**src/rtl/pipe_lane_stage.sv**
```systemverilog
// Multi-lane pipeline stage register with ready/valid handshake, per-lane clear,
// optional one-bundle skid buffer and a saturating back-pressure counter.
module pipe_lane_stage #(
    parameter int unsigned LANES         = 2,
    parameter int unsigned DW            = 64,
    parameter int unsigned SKID          = 1,
    parameter int unsigned CLEAR_YOUNGER = 1
) (
    input  logic                clk,
    input  logic                resetn,
    input  logic [LANES-1:0]    in_valid,
    input  logic [LANES*DW-1:0] in_data,
    output logic                in_ready,
    output logic [LANES-1:0]    out_valid,
    output logic [LANES*DW-1:0] out_data,
    input  logic                out_ready,
    input  logic [LANES-1:0]    clear,
    output logic [15:0]         stall_cycles
);

    logic [LANES-1:0]    r_m_valid;
    logic [LANES*DW-1:0] r_m_data;
    logic [LANES-1:0]    r_s_valid;
    logic [LANES*DW-1:0] r_s_data;
    logic [15:0]         r_stall;

    logic [LANES-1:0]    w_clr;
    logic                w_in_ready;
    logic                w_accept;
    logic                w_consume;
    logic [LANES-1:0]    w_m_rem_valid;
    logic [LANES-1:0]    w_s_rem_valid;
    logic [LANES-1:0]    w_in_c_valid;
    logic [LANES*DW-1:0] w_m_rem_data;
    logic [LANES*DW-1:0] w_s_rem_data;
    logic [LANES*DW-1:0] w_in_c_data;
    logic [LANES-1:0]    w_m_nxt_valid;
    logic [LANES*DW-1:0] w_m_nxt_data;
    logic [LANES-1:0]    w_s_nxt_valid;
    logic [LANES*DW-1:0] w_s_nxt_data;

    // Effective clear mask: optionally a flush of lane i also kills every younger lane.
    always_comb begin
        w_clr = clear;
        if (CLEAR_YOUNGER != 0) begin
            for (int i = 1; i < LANES; i++) begin
                w_clr[i] = w_clr[i] | w_clr[i-1];
            end
        end
    end

    always_comb begin
        if (SKID != 0) begin
            w_in_ready = ~(|r_s_valid);
        end else begin
            w_in_ready = ~(|r_m_valid) | out_ready;
        end
    end

    assign w_accept  = w_in_ready & (|in_valid);
    assign w_consume = (|r_m_valid) & out_ready;

    // Surviving contents after consume and clear; invalid lanes always carry zero data.
    always_comb begin
        w_m_rem_valid = w_consume ? '0 : (r_m_valid & ~w_clr);
        w_s_rem_valid = (SKID != 0) ? (r_s_valid & ~w_clr) : '0;
        w_in_c_valid  = w_accept ? (in_valid & ~w_clr) : '0;
        w_m_rem_data  = '0;
        w_s_rem_data  = '0;
        w_in_c_data   = '0;
        for (int i = 0; i < LANES; i++) begin
            if (w_m_rem_valid[i]) w_m_rem_data[i*DW +: DW] = r_m_data[i*DW +: DW];
            if (w_s_rem_valid[i]) w_s_rem_data[i*DW +: DW] = r_s_data[i*DW +: DW];
            if (w_in_c_valid[i])  w_in_c_data[i*DW +: DW]  = in_data[i*DW +: DW];
        end
    end

    // Compact survivors in age order: M, then S, then the incoming bundle.
    always_comb begin
        w_m_nxt_valid = '0;
        w_m_nxt_data  = '0;
        w_s_nxt_valid = '0;
        w_s_nxt_data  = '0;
        if (|w_m_rem_valid) begin
            w_m_nxt_valid = w_m_rem_valid;
            w_m_nxt_data  = w_m_rem_data;
            if (|w_s_rem_valid) begin
                w_s_nxt_valid = w_s_rem_valid;
                w_s_nxt_data  = w_s_rem_data;
            end else begin
                w_s_nxt_valid = w_in_c_valid;
                w_s_nxt_data  = w_in_c_data;
            end
        end else if (|w_s_rem_valid) begin
            w_m_nxt_valid = w_s_rem_valid;
            w_m_nxt_data  = w_s_rem_data;
            w_s_nxt_valid = w_in_c_valid;
            w_s_nxt_data  = w_in_c_data;
        end else begin
            w_m_nxt_valid = w_in_c_valid;
            w_m_nxt_data  = w_in_c_data;
        end
        if (SKID == 0) begin
            w_s_nxt_valid = '0;
            w_s_nxt_data  = '0;
        end
    end

    always_ff @(posedge clk or negedge resetn) begin
        if (!resetn) begin
            r_m_valid <= '0;
            r_m_data  <= '0;
            r_s_valid <= '0;
            r_s_data  <= '0;
            r_stall   <= '0;
        end else begin
            r_m_valid <= w_m_nxt_valid;
            r_m_data  <= w_m_nxt_data;
            r_s_valid <= w_s_nxt_valid;
            r_s_data  <= w_s_nxt_data;
            if ((|r_m_valid) && !out_ready && (r_stall != 16'hFFFF)) begin
                r_stall <= r_stall + 16'd1;
            end
        end
    end

    assign in_ready     = w_in_ready;
    assign out_valid    = r_m_valid;
    assign out_data     = r_m_data;
    assign stall_cycles = r_stall;

endmodule

```
**config.mk**
```make
export PLATFORM = sky130hd
export DESIGN_NAME = pipe_lane_stage
export DESIGN_NICKNAME = d
export VERILOG_FILES = /design/src/rtl/pipe_lane_stage.sv
export SDC_FILE = /design/constraint.sdc
export NUM_CORES = 1
export LEC_CHECK = 0
export CAP_MARGIN = 20
export CORE_UTILIZATION = 30
export CTS_BUF_LIST = sky130_fd_sc_hd__clkbuf_2 sky130_fd_sc_hd__clkbuf_4 sky130_fd_sc_hd__clkbuf_8
export DETAILED_ROUTE_END_ITERATION = 12
export HOLD_SLACK_MARGIN = 0.08
export PLACE_DENSITY_LB_ADDON = 0.3
export SLEW_MARGIN = 15
export SYNTH_ARGS = -nofsm -noshare
export SYNTH_HDL_FRONTEND = slang
export SYNTH_SLANG_ARGS = --single-unit
```
**constraint.sdc**
```tcl
create_clock -name clk -period 1.6 [get_ports clk]
set_input_delay 0.24 -clock clk [delete_from_list [all_inputs] [get_ports clk]]
set_output_delay 0.24 -clock clk [all_outputs]
set_load 0.02 [all_outputs]
```
# Yosys cells after proc, flatten, opt, wreduce, memory -nomap -nowiden
# Cells that the tools add are included.
# word_totals
register_bits	276
word_cells	42
# classes
n_addsub	1
eq_ne	3
muxes	16
bitwise	8
n_reduce_logical	8
# op_table
cell	count
2-to-1 mux 128 bit	4
2-to-1 mux 64 bit	6
adder 16 x 1 -> 16 bit (second input constant)	1
inequality test 16 bit (second input constant)	1
2-to-1 mux 2 bit	6
OR reduction 2 bit	5
AND 2 bit	3
inequality test 2 bit (second input constant)	2
AND 1 bit	2
logical AND 1 bit	2
NOT 2 bit	1
logical NOT 1 bit	1
NOT 1 bit	1
bitwise OR 1 bit	1

# Longest topological paths before layout
# logic_depth
depth_word	7
ltp_mapped	6
mapped_depth_nobuf	5

# Least setup slack after synthesis
# No wires, ideal clock.
# synth_path
path_kind	register to register
start	reg r_stall[0] (netlist: stall_cycles[0])
end	reg r_stall[1] (netlist: stall_cycles[1])
arrival_ps	1656
t_required_ps	1475
slack_ps	-181
path_stages_with_launch	5
path_buffers	0
synth_period_minus_slack_ps	1781
path_cell_list	dfrtp_1 -> ha_1 -> and4_1 -> a41oi_2 -> mux2_2
# synth_via
elab_chain_cells	2
word_cells_on_any_way	3
classes_between	add/sub: 1; eq/ne: 1; reduce/logical: 1
# synth_rtl
item	line_no	text
from (decl)	25	logic [15:0] r_stall;
from (signal assigned)	122	r_stall <= r_stall + 16'd1;
parallel branches: the longest is 2 deep, another holds adder 16 x 1 -> 16 bit	n/a	
# Several ways; the timed one is not identified.
# A chain may end at the register's enable or synchronous reset.

# Worst setup path after layout
# layout_path
start	reg r_m_valid[0] (netlist: out_valid[0])
end	reg r_s_data[6]
# layout_via
elab_chain_cells	5
word_cells_on_any_way	6
classes_between	mux: 2; bitwise: 2; reduce/logical: 2
# layout_rtl
item	line_no	text
from (decl)	21	logic [LANES-1:0] r_m_valid;
from (signal assigned)	117	r_m_valid <= w_m_nxt_valid;
OR reduction 2 bit	61	assign w_consume = (|r_m_valid) & out_ready;
AND 1 bit	61	
2-to-1 mux 2 bit *	65	w_m_rem_valid = w_consume ? '0 : (r_m_valid & ~w_clr);
OR reduction 2 bit *	84	if (|w_m_rem_valid) begin
2-to-1 mux 128 bit *	84	
named net w_s_nxt_data[6]	40	logic [LANES*DW-1:0] w_s_nxt_data;
to (signal assigned)	120	r_s_data <= w_s_nxt_data;
to (decl)	24	logic [LANES*DW-1:0] r_s_data;
# Mark *: on every way through the listed nets, which the timed path passes. The rest lies on a longest branch.

==> reports/results.ini <==
[status]
status=finished with violations
violations=negative setup slack

[critical_path]
slowest_stage=dfrtp_2
start_kind=flop
crit_type=flop to flop
worst-path-buf-inv=5
max_stage_delay_ns=0.43
crit_chain=buf_6, nor3b_4, buf_6, nor2_4, buf_12, buf_16, clkbuf_16, nor2_1
crit_arrival_ns=2.05
cpMostUsedCell=buf_6
crit_family=buffers and inverters
end_kind=flop
crit_fanout=7
cp.required_ns=2.04

[layout]
drive_above_1_share_pct=18.1
nets=1418
final_cell_mix=dfrtp_1 (269), nand2_1 (133), clkdlybuf4s50_1 (133)
fin_util_pct=46.7
final_common_cell=dfrtp_1
n_antenna_cell=0
area_growth_pct=52.7

[timing]
tightest_slew_ns=0.369
clock.fmax_ghz=0.619
grt_setup_unrepaired=true
min_period_over_period_pct=101
setup_ws_ns=-0.0147
hold_viol=0
setup_tns_ns=-0.0665
min_period_ns=1.61
finalSetupViolCount=10
slew_violations=0
whs_ns=0.177
fin_skew_ns=0.0279
relSlewSlack_pct=75.4

[clock_tree]
cts_buffers=48
cts-root-buf=clkbuf_8
clk_pin_slew_ns=0.06
clkSinkCount=276
cts_tree=built
cts_buffer_depth=3
clk_latency_ns=0.56
h-tree-depth=2

[synthesis]
syn_area_sq_um=10300
synth_top_family_by_area=compound AO/OA/AOI/OAI gates
synthCells=924
yosys_warnings=0
syn_nets=1060
synth-simple-area-share_pct=12.1
synth_compound_area_share_pct=16.1
syn_area_per_cell_sq_um=11.1
synth_xor_area_share_pct=1.19
yosys.area_share.adder_pct=0.122
synth_seq_area_share_pct=67.3
yosysUniqueCellTypes=28
synthMuxAreaShare_pct=0.110
ys_ff_latch=276

[placed_design]
place_hpwl_um=20500
pre_cts_ws_ns=-0.431
portBuffers=281
place.gp.congestion=0.751

[floorplanning]
die_h_um=187
die_x_um=187
io_pins=282
coreArea_sq_um=33600
die_area_sq_um=35000
start_util_pct=30.6
row_count=67

[global_route]
grt.total_usage_pct=17.6
grt_max_degree=57
grt_pass1_wl_um=49100
overflow=0
antenna_found_initial=0
grt_pass1_vias=8587

[job]
drv_cap=0

[drt]
avgViaCountPerCell=4.80
ant_nets=0
vias=8480
avgRoutedWirePerCell_um=18.1
drt_first_pass_iters=5
wl_um=31900
drt-initial-drc-count=380
drc=0

[pwr]
leakage_nw=7.37
ir_worst_vdd_v=0.000438
power_density_nw_per_um2=1050

[min_path]
hold_class=input pin to async pin

## worst paths after layout
path / depth (start not counted) / endpoint / from / slack, ns
setup / recovery: 8 / r_s_data[6] / out_valid[0] / -0.01
hold / removal: 2 / stall_cycles[14] / resetn / 0.18
setup reg to reg: 8 / r_s_data[6] / out_valid[0] / -0.01
hold reg to reg: 2 / out_data[53] / out_data[53] / 0.47
max in group asynchronous: 4 / r_s_data[47] / resetn / 0.68
min in group clk: 3 / r_s_data[1] / in_data[1] / 0.33
## per-layer routing
metal	share of wire, %	global-route usage, %	vias to the layer above
met2	47	27.5	288
met3	7.8	5.23	42
met5	0	0	-
met1	44	23.9	4210
li1	-	-	3940
met4	1.4	4.41	0
## logic make-up (layout without fill, tap and decap cells)
family / count (synthesis) / in the layout
adder cells (fa/ha/maj): 1 / 1
flip-flops: 276 / 276
multiplexers: 1 / 1
AND/OR/NAND/NOR: 299 / 299
XOR/XNOR: 14 / 14
AO/OA/AOI/OAI: 262 / 262
buffers and inverters: 71 / 467
## final cells by class
class                   count  area [sq um]
flip-flops and latches    276          6920
multi-input cells         577          3210
well taps                 448           561
repair buffers            379          3920
clock inverters            13           123
fillers                  3168         17900
clock buffers              75           963
## metrics by stage
step                total power [mW]  std cells  instance area, sq um
floorplan                       8.16        924                 10300
global placement                9.44       1659                 14200
detailed placement              9.46       1659                 14200
CTS                             16.5       1750                 15200
global route                    17.2       1768                 15700
finish                          16.4       1768                 15700
## sequential cells by signal (all words and copies together), names as in the netlist
signal        cells
r_s_data        128
out_valid         2
stall_cycles     16
r_s_valid         2
out_data        128
## synthesized netlist by cell type
master | instances | area, sq um
nor2_1 | 136 | 510
buf_1 | 2 | 7.51
and3_1 | 4 | 25.0
o21bai_1 | 3 | 22.5
xnor2_1 | 10 | 87.6
nand4_1 | 5 | 31.3
a41oi_2 | 1 | 16.3
and2_1 | 2 | 12.5
clkbuf_1 | 20 | 75.1
o21ai_1 | 50 | 250
a22oi_1 | 128 | 961
mux2_2 | 1 | 11.3
dfrtp_1 | 276 | 6910
nor3_1 | 1 | 5.00
nand3_1 | 5 | 25.0
ha_1 | 1 | 12.5
nor3b_2 | 3 | 37.5
nand2b_1 | 1 | 6.26
o21ai_0 | 80 | 400
buf_2 | 49 | 245
nor2b_1 | 1 | 6.26
or2_1 | 1 | 6.26
and4_1 | 3 | 26.3
or4_4 | 1 | 11.3
xor2_1 | 4 | 35.0
nor4_1 | 1 | 6.26
nor4b_2 | 2 | 30.0
nand2_1 | 133 | 499
## power by group
group / internal (mW) / total (mW) / switching [mW]
Combinational: 0.958 / 1.98 / 1.02
Clock: 4.16 / 7.09 / 2.93
Sequential: 7.21 / 7.37 / 0.159
Total: 12.3 / 16.4 / 4.11
## repair_timing
action	4_1_cts	5_1_grt
buffers inserted	1	7
pin swaps	1	16
hold buffers	1	0
gates resized for setup	197	60
endpoints found under the hold margin	267	0
setup endpoints to repair	179	112
gates cloned	1	11
Power figures use the tool's default switching activity.
